File: src/rtl/alu_result_skid.sv
// EX->MEM boundary register: two-entry skid buffer with valid/ready on both sides.
// Optional stall counter enabled by defining ALU_SKID_STALLCNT_EN.
module alu_result_skid #(
  parameter int DATA_W = 32,
  parameter int RD_W   = 5
) (
  input  logic              clk,
  input  logic              reset_n,
  input  logic              flush,
  input  logic              in_valid,
  output logic              in_ready,
  input  logic [DATA_W-1:0] in_alu_result,
  input  logic              in_branch_en,
  input  logic [RD_W-1:0]   in_rd,
  input  logic              in_reg_write,
  input  logic              in_mem_read,
  input  logic              in_mem_write,
  output logic              out_valid,
  input  logic              out_ready,
  output logic [DATA_W-1:0] out_alu_result,
  output logic              out_branch_en,
  output logic [RD_W-1:0]   out_rd,
  output logic              out_reg_write,
  output logic              out_mem_read,
  output logic              out_mem_write,
  output logic [31:0]       stall_count
);

  localparam int PAY_W = DATA_W + RD_W + 4;

  typedef enum logic [1:0] {EMPTY, ONE, FULL} state_t;

  state_t           state_reg;
  logic [PAY_W-1:0] head_reg;
  logic [PAY_W-1:0] skid_reg;
  logic [PAY_W-1:0] in_payload;
  logic             push;
  logic             pop;

  assign in_payload = {in_alu_result, in_branch_en, in_rd,
                       in_reg_write, in_mem_read, in_mem_write};

  // in_ready depends only on the state register, never on out_ready
  assign in_ready  = (state_reg != FULL) & reset_n;
  assign out_valid = (state_reg != EMPTY);
  assign push      = in_valid & in_ready;
  assign pop       = out_valid & out_ready;

  assign {out_alu_result, out_branch_en, out_rd,
          out_reg_write, out_mem_read, out_mem_write} = head_reg;

  always_ff @(posedge clk or negedge reset_n) begin
    if (!reset_n) begin
      state_reg <= EMPTY;
      head_reg  <= '0;
      skid_reg  <= '0;
    end else if (flush) begin
      // Only validity is dropped; payload registers keep their contents
      state_reg <= EMPTY;
    end else begin
      case (state_reg)
        EMPTY: begin
          if (push) begin
            head_reg  <= in_payload;
            state_reg <= ONE;
          end
        end
        ONE: begin
          if (push && !pop) begin
            skid_reg  <= in_payload;
            state_reg <= FULL;
          end else if (!push && pop) begin
            state_reg <= EMPTY;
          end else if (push && pop) begin
            head_reg  <= in_payload;
          end
        end
        FULL: begin
          if (pop) begin
            head_reg  <= skid_reg;
            state_reg <= ONE;
          end
        end
        default: state_reg <= EMPTY;
      endcase
    end
  end

`ifdef ALU_SKID_STALLCNT_EN
  logic [31:0] stall_count_reg;

  // Free-running wrap at 2^32; flush deliberately leaves it alone
  always_ff @(posedge clk or negedge reset_n) begin
    if (!reset_n) begin
      stall_count_reg <= '0;
    end else if (out_valid && !out_ready) begin
      stall_count_reg <= stall_count_reg + 32'd1;
    end
  end

  assign stall_count = stall_count_reg;
`else
  assign stall_count = 32'h0;
`endif

endmodule

File: config.mk
export PLATFORM = sky130hd
export DESIGN_NAME = alu_result_skid
export DESIGN_NICKNAME = d
export VERILOG_FILES = /design/src/rtl/alu_result_skid.sv
export SDC_FILE = /design/constraint.sdc
export NUM_CORES = 1
export LEC_CHECK = 0
export BUFFER_PORTS_ARGS = -buffer_cell sky130_fd_sc_hd__buf_2
export CELL_PAD_IN_SITES_DETAIL_PLACEMENT = 1
export CELL_PAD_IN_SITES_GLOBAL_PLACEMENT = 1
export CORE_UTILIZATION = 42
export CTS_CLUSTER_SIZE = 28
export DETAILED_ROUTE_END_ITERATION = 10
export GPL_TIMING_DRIVEN = 0
export PLACE_DENSITY = 0.86
export SLEW_MARGIN = 25
export SYNTH_ARGS = -nofsm -noshare
export SYNTH_HDL_FRONTEND = slang
export SYNTH_SLANG_ARGS = --single-unit
File: constraint.sdc
create_clock -name clk -period 4.2 [get_ports clk]
set_input_delay 0.21 -clock clk [delete_from_list [all_inputs] [get_ports clk]]
set_output_delay 0.21 -clock clk [all_outputs]
set_load 0.01 [all_outputs]
==> reports/results.txt, run 1 <==
Nets - 494
Final hold violations - 0
Most frequent cells after synthesis - dfrtp_1 (84), mux2i_1 (43), nand2_1 (41)
Synth cell types - 22
Clk buf depth - 2
Gr ovfl total - 0
DRC Markers - 0
Top cell type's share of synthesized area - 55.1%
Post-synth top flop - dfrtp_1
Die span in y - 97.3 µm
Standard-cell row count - 34
Post-DP Area - 4530 µm²
Share of cells above drive strength 1 - 43.4%
Hold slack - 81.8 ps
Final Power - 0.00203 W
Yosys Warn Count - 0
Register bit count reported by yosys - 84
Req. time, crit path - 4420 ps
Via count - 2,699
CTS tree - yes
Worst hold path class - input port to flip-flop
CP Capture Type - flip-flop
Vias in the first global route - 2,931
Synth area leaders - dfrtp_1 (55%), mux2_2 (12%), mux2i_1 (11%)
CTS buffer count - 9
CTS Hold Bufs - 1
CP Buf/Inv Count - 4
Port bufs - 88
Max Transition Viols Final - 0
Routed WL - 8480 µm
Post-route cell area - 4740 µm²
Tmin final - 2150 ps
Final core occ - 54.1%
Clock skew - 7.22 ps
Top-count cell post-synth - dfrtp_1
Global-route wire length before repair - 14,200 µm
EDFF count, synth - 0
Starting Density - 43.5%
P per Cell Area - 428 nW/µm²
Max incr delay on CP - 520 ps
Top cell by count, worst path - buf_2
CP Depth - 7
Ports - 121
Via density - 4.82
Critical-path cell list - dlygate4sd3_1 -> buf_4 -> and2_1 -> buf_2 -> nand3_2 -> buf_2 -> mux2_1
H-tree depth - 3
Mapped Cells - 316
Clock latency on the worst-skew pair - 340 ps
TNS Setup - 0 ps
Post_cts resized - 0
Clock Tree Root - clkbuf_8
Synth async-reset ratio - 100%
Fmax - 464 MHz
Leak Pwr - 2.41 nW
VDD IR-drop max - 0.195 mV
Critical path class - input port to flip-flop
Pre-Repair DR Iteration Count - 4
Initial antenna violation count - 1
Syn avg cell area - 12.1 µm²
# fillers - 993
Outcome - finished clean
DP HPWL - 6230 µm
Setup bufs post-CTS - 0
FF-to-FF path depth - 4
Worst Path Max Fanout - 43
Sink Count - 84
Setup violators final - 0
Synth area leader - dfrtp_1
Tcrit/Tclk final - 51.3%
GRT Total Usage - 18.8%
Slew @ Worst Pin - 567 ps
Inserted Diodes - 0
Width of the die - 97.3 µm
DR iter-0 viols - 61
Slew margin rel. - 62.2%
Worst Setup Start Kind - input port
Routed len/inst - 15.1 µm
Area Overhead vs Synth - 24.4%
Reg clk slew, reported paths - 80 ps
RSZ-0062 raised after global routing - no
Die area - 9470 µm²
Slowest cell on crit path - dlygate4sd3_1
Worst Hold Depth - 2
Largest delay contributor family on the critical path - buffers and inverters
Post-DRT Antenna Nets - 0
Post-Syn Area - 3810 µm²
Worst EP arrival - 2370 ps
Core ar. - 8760 µm²
Placer congestion estimate - 0.686
Register area share after synthesis - 55.1%
Largest net degree at the start of global routing - 45
Max Cap Viol - 0
[power breakdown]
part | total, W | internal, W | switching (W)
clock network | 0.000605 | 0.000330 | 0.000275
registers | 0.00104 | 0.000962 | 0.0000798
logic | 0.000383 | 0.000189 | 0.000194
total | 0.00203 | 0.00148 | 0.000548
[layout make-up]
cell class                      count  area, µm²  share of cell area [%]
Sequential cell                    84       2100                    44.3
Tap cell                          108        135                    2.85
Clock inverter                      5       77.6                    1.64
Multi-Input combinational cell    213       1490                    31.3
Clock buffer                       10        128                    2.69
Buffer                             50        343                    7.23
Timing Repair Buffer               90        473                    9.97
[through the flow]
step	instances	setup slack, ps
after CTS	560	2000
after detailed placement	544	2190
final	560	2050
after global routing	560	1840
after global placement	543	1200
after floorplan	347	2790
[path summary, 6_finish.rpt]
| kind | from | endpoint | slack (ps) |
|---|---|---|---|
| setup / recovery | reset_n | skid_reg[6] | 2050 |
| min in group asynchronous | reset_n | skid_reg[25] | 400 |
| hold reg to reg | head_reg[17] | head_reg[17] | 480 |
| hold / removal | flush | state_reg[0] | 80 |
| setup reg to reg | state_reg[1] | skid_reg[6] | 2550 |
| max in group asynchronous | reset_n | skid_reg[1] | 3170 |
[cells by family (layout without fill, tap and decap cells)]
group	count (synthesis)	after routing	synth area share [%]
and+or+nand+nor	53	53	6.10
buffers and inverters	50	155	8.99
AOI/OAI and AO/OA	44	44	6.30
DFF	84	84	55.1
other	1	32	0.0983
muxes	84	84	23.4
[routing by layer]
layer | GRT usage, % | wire (µm)
met5 | 0 | 12
met4 | 5.09 | 63
met3 | 5.11 | 518
met2 | 33.0 | 4380
met1 | 22.7 | 3500
[cells in the final DEF, fill, tap and decap left out, types with 2 or more instances in the layout]
| master | n |
|---|---|
| o21ai_0 | 40 |
| dfrtp_1 | 84 |
| buf_4 | 38 |
| nor2_1 | 2 |
| clkinv_2 | 2 |
| nand2_1 | 41 |
| clkbuf_2 | 3 |
| buf_2 | 97 |
| conb_1 | 32 |
| mux2_2 | 39 |
| mux2_1 | 2 |
| clkbuf_8 | 9 |
| nor2b_1 | 4 |
| bufinv_16 | 2 |
| mux2i_1 | 43 |
Power figures use the tool's default switching activity.
==> run 2, diff against run 1 <==
--- a/config.mk
+++ b/config.mk
@@ -8,11 +8,11 @@
 export BUFFER_PORTS_ARGS = -buffer_cell sky130_fd_sc_hd__buf_2
 export CELL_PAD_IN_SITES_DETAIL_PLACEMENT = 1
 export CELL_PAD_IN_SITES_GLOBAL_PLACEMENT = 1
-export CORE_UTILIZATION = 42
+export CORE_UTILIZATION = 36
 export CTS_CLUSTER_SIZE = 28
 export DETAILED_ROUTE_END_ITERATION = 10
 export GPL_TIMING_DRIVEN = 0
-export PLACE_DENSITY = 0.86
+export PLACE_DENSITY = 0.79
 export SLEW_MARGIN = 25
 export SYNTH_ARGS = -nofsm -noshare
 export SYNTH_HDL_FRONTEND = slang
==> constraint.sdc (replaced) <==
create_clock -name clk -period 1.8 [get_ports clk]
set_input_delay 0.09 -clock clk [delete_from_list [all_inputs] [get_ports clk]]
set_output_delay 0.09 -clock clk [all_outputs]
set_load 0.01 [all_outputs]
==> run 2 against run 1 <==
Net effect: the run now ends with hold timing left; wire length grew 8.7%; flip-flop and latch count unchanged; via count grew 6.2%; count of clock-buffer cells in the layout grew 2; largest cell class unchanged.
==> reports/results.txt, run 2 (same netlist as run 1, synthesis figures left out) <==
Pre-Repair DR Iteration Count - 4
Via count - 2,866
Net Sw Frac - 26.9%
Worst Path Max Fanout - 10
Placer congestion estimate - 0.717
Setup violators final - 0
Post-DRT Antenna Nets - 0
DRC Markers - 0
Setup bufs post-CTS - 0
Flop pwr share - 49.5%
H-tree depth - 3
Sw power - 0.00132 W
# fillers - 1,149
Final Power - 0.00490 W
Routed len/inst - 14.5 µm
Global-route wire length before repair - 15,600 µm
Hold slack - -97.2 ps
Reg clk slew, reported paths - 80 ps
CTS buffer count - 9
Largest delay contributor family on the critical path - buffers and inverters
Clock Power Share - 30.4%
Die area - 11,000 µm²
Vias in the first global route - 3,193
Final core occ - 51.7%
TNS Setup - 0 ps
Fin cells - 636
Most common cell after layout, fill and taps aside - buf_2
Clock Tree Root - clkbuf_8
Most frequent cells in the layout - buf_2 (97), dfrtp_1 (84), dlygate4sd3_1 (44), mux2i_1 (43), nand2_1 (41)
Outcome - finished, violations left
Tmin final - 1650 ps
Sink Count - 84
Area Overhead vs Synth - 39.3%
VDD IR-drop max - 0.508 mV
Int Pwr - 0.00358 W
Starting Density - 37.1%
RSZ-0062 raised after global routing - no
Slowest cell on crit path - dfrtp_1
P per Cell Area - 923 nW/µm²
Max Transition Viols Final - 0
Leak Pwr - 2.63 nW
Critical-path cell list - nor2b_1 -> buf_4 -> buf_4 -> nor2b_1 -> buf_2
Die span in y - 105 µm
Worst Setup Start Kind - flip-flop
Max Cap Viol - 0
Width of the die - 105 µm
Initial antenna violation count - 0
Post_cts resized - 0
DR iter-0 viols - 52
Standard-cell row count - 37
Final hold violations - 60
Critical path class - flip-flop to output port
Req. time, crit path - 1710 ps
CP Buf/Inv Count - 3
Routed WL - 9210 µm
Worst EP arrival - 1560 ps
Failing checks - hold timing
Ports - 121
Clk buf depth - 2
GRT Total Usage - 18.3%
Nets - 541
Clock latency on the worst-skew pair - 350 ps
Largest net degree at the start of global routing - 62
Via density - 4.51
Max incr delay on CP - 450 ps
Comb power frac - 20.1%
Gr ovfl total - 0
CTS Hold Bufs - 48
Core ar. - 10,300 µm²
Placed Cells - 572
Fmax - 606 MHz
Clock skew - 4.87 ps
Inserted Diodes - 0
Tcrit/Tclk final - 91.7%
DP HPWL - 5900 µm
Worst hold path class - input port to asynchronous set/reset pin
CP Capture Type - output port
Share of cells above drive strength 1 - 40.0%
CTS tree - yes
Port bufs - 88
run 2: cell count changes in the layout (fill, tap and decap cells not counted), sizes merged:
cell | previous run | this run
dlygate4sd3 | 1 | 44
clkbuf | 13 | 15
buf | 136 | 140
clkinv | 2 | 1
run 2: cell type report:
cell class	count	area [µm²]	share of cell area [%]
well taps	136	170	3.20
multi-input cells	213	1490	28.0
flip-flops and latches	84	2100	39.6
clock inverters	4	72.6	1.37
plain buffers	50	343	6.45
clock buffers	12	145	2.73
repair buffers	137	995	18.7
run 2: final timing paths:
path	from	endpoint	slack (ps)	cells after the start
worst max-delay path	state_reg[1]	in_ready	150	5
worst min-delay path	reset_n	head_reg[3]	-100	4
worst max register to register	state_reg[1]	skid_reg[6]	170	4
worst min register to register	head_reg[36]	head_reg[36]	480	2
max in group asynchronous	reset_n	head_reg[33]	1100	6
min in group clk	in_valid	state_reg[1]	370	5
run 2: power by group through the flow:
stage,combinational [W],clock (W),sequential [W]
detailed placement,0.000894,0,0.00247
global placement,0.000851,0,0.00244
finish,0.000986,0.00149,0.00243
global route,0.00110,0.00161,0.00248
floorplan,0.000432,0,0.00252
CTS,0.000991,0.00154,0.00243
run 2: tightest hold or removal path, cell delays in order:
cell	delay, ps
buf_6	90
buf_12	90
buf_12	100
buf_16	260
run 2: layer usage:
layer | part of all wire [%] | up-vias | wire length (µm) | global-route usage (%)
li1 | - | 1366 | - | -
met1 | 42 | 1380 | 3820 | 20.4
met2 | 51 | 97 | 4700 | 33.0
met3 | 4.4 | 23 | 407 | 3.43
met4 | 3.0 | 0 | 280 | 9.56
met5 | 0 | - | 0 | 0
run 2: stage by stage:
stage	setup WS (ps)	area [µm²]	hold slack (ps)
final	149	5310	-97.2
after global routing	24.0	5310	-95.0
after CTS	101	5310	-106
after detailed placement	-167	4570	-28.1
after global placement	-1120	4540	287
after floorplan	387	3930	-206
==> run 3, diff against run 2 <==
--- a/config.mk
+++ b/config.mk
@@ -6,13 +6,15 @@
 export NUM_CORES = 1
 export LEC_CHECK = 0
 export BUFFER_PORTS_ARGS = -buffer_cell sky130_fd_sc_hd__buf_2
-export CELL_PAD_IN_SITES_DETAIL_PLACEMENT = 1
-export CELL_PAD_IN_SITES_GLOBAL_PLACEMENT = 1
-export CORE_UTILIZATION = 36
+export CELL_PAD_IN_SITES_DETAIL_PLACEMENT = 2
+export CELL_PAD_IN_SITES_GLOBAL_PLACEMENT = 2
+export CORE_UTILIZATION = 30
+export CTS_BUF_LIST = sky130_fd_sc_hd__clkbuf_8
 export CTS_CLUSTER_SIZE = 28
 export DETAILED_ROUTE_END_ITERATION = 10
 export GPL_TIMING_DRIVEN = 0
-export PLACE_DENSITY = 0.79
+export PLACE_DENSITY = 0.8
+export RECOVER_POWER = 50
 export SLEW_MARGIN = 25
 export SYNTH_ARGS = -nofsm -noshare
 export SYNTH_HDL_FRONTEND = slang
==> run 3 against run 2 <==
Net effect: the flow now finishes without violations; sequential power barely moved; final cell count rose by 4.9%; count of clock-buffer cells in the layout did not move; die area rose by 20%; via count rose by 2.4%; worst hold slack improved by 210 ps; critical path depth rose by 2; wire length rose by 17%; total power rose by 2.1%; design area fell by 0.49%; utilization fell by 8.4 points; largest power group unchanged.
==> reports/results.txt, run 3 (same netlist as run 1, synthesis figures left out) <==
Outcome - finished clean
Largest net degree at the start of global routing - 73
CP Capture Type - flip-flop
Post-DRT Antenna Nets - 0
Initial antenna violation count - 0
Final worst setup slack - 120 ps
Die area - 13,200 µm²
Final core occ - 43.3%
Max Transition Viols Final - 0
Reg clk slew, reported paths - 90 ps
Via count - 2,934
Via density - 4.40
Clock latency on the worst-skew pair - 360 ps
Starting Density - 31.2%
Ports - 121
Leak Pwr - 2.55 nW
Critical R2R Launch - state_reg[1]
Gr ovfl total - 0
P per Cell Area - 947 nW/µm²
Fmax - 595 MHz
Slew margin rel. - 31.3%
Slew @ Worst Pin - 1030 ps
DRC Markers - 0
Most frequent cells in the layout - dfrtp_1 (83), buf_2 (73), dlygate4sd3_1 (44), mux2i_1 (43), buf_4 (42)
Critical path class - input port to flip-flop
Setup WS pre-CTS - 100 ps
Worst EP arrival - 1920 ps
FF-to-FF path depth - 5
Most common cell after layout, fill and taps aside - dfrtp_1
Clock skew - 9.00 ps
Routed len/inst - 16.2 µm
Share of cells above drive strength 1 - 36.3%
GRT Total Usage - 17.5%
Req. time, crit path - 2040 ps
Clock Tree Root - clkbuf_8
Clk buf depth - 2
GR Util met2 - 33.1%
Max Cap Viol - 0
Global-route wire length before repair - 17,300 µm
Worst hold path class - input port to asynchronous set/reset pin
Tmin final - 1680 ps
Vias in the first global route - 3,372
Area Overhead vs Synth - 38.6%
Standard-cell row count - 40
Met3 usage - 3.22%
RR Endpoint - head_reg[5]
Critical Path Sink - skid_reg[18]
Post-route cell area - 5290 µm²
GRT busiest layer - met2
DR iter-0 viols - 60
Placer congestion estimate - 0.699
FF-to-FF setup slack - 160 ps
Hold slack - 115 ps
RSZ-0062 raised after global routing - no
CTS buffer count - 9
CTS tree - yes
Post-DP Area - 4610 µm²
Nets - 540
Worst Path Max Fanout - 15
Width of the die - 115 µm
Inserted Diodes - 0
Setup violators final - 0
Sink Count - 84
Critical path startpoint - reset_n
Final hold violations - 0
Met1 Track Usage GR - 19.2%
Worst Setup Start Kind - input port
VDD IR-drop max - 0.483 mV
DP HPWL - 6900 µm
Die span in y - 115 µm
Pre-Repair DR Iteration Count - 3
Tcrit/Tclk final - 93.3%
H-tree depth - 3
Port bufs - 88
Core ar. - 12,200 µm²
Routed WL - 10,800 µm
-- run 3: per-stage QoR --
stage                     TNS (ps)  instances  power (W)
after CTS                        0        664    0.00507
after detailed placement         0        604    0.00339
after global placement      -99470        603    0.00330
after floorplan                  0        347    0.00295
after global routing             0        667    0.00530
final                            0        667    0.00501
-- run 3: layout make-up --
type	instances	area [µm²]
clock buffers	12	165
clock inverters	4	70.1
fillers	1322	6930
repair buffers	136	891
multi-input cells	213	1490
flip-flops and latches	84	2100
well taps	168	210
plain buffers	50	354
-- run 3: where the power goes --
group	switching, W	internal [W]
clock network	0.000691	0.000892
registers	0.000205	0.00224
logic	0.000495	0.000479
-- run 3: critical path, cell delays in order --
cell	delay (ps)
dlygate4sd3_1	560
buf_6	170
and2_1	150
buf_2	170
nand3_4	140
buf_2	270
mux2_2	360
-- run 3: worst min-delay path by stage --
stage / slack (ps) / start / depth (start not counted) / to
CTS: 100 / reset_n / 2 / head_reg[2]
global route: 110 / reset_n / 2 / head_reg[2]
finish: 120 / reset_n / 2 / head_reg[2]
global placement: 290 / flush / 2 / state_reg[0]
detailed placement: -80 / reset_n / 1 / head_reg[2]
floorplan: -210 / reset_n / 0 / head_reg[0]
-- run 3: routing by layer --
metal	vias up	part of all wire [%]
li1	1363	-
met2	80	54
met1	1476	41
met4	0	1.6
met3	15	3.4
met5	-	0
-- run 3: what timing repair did --
action	4_1_cts	5_1_grt
endpoints found under the setup margin	0	40
resized for setup	0	9
hold endpoints to repair	127	0
hold buffers	44	0
setup buffers	0	3
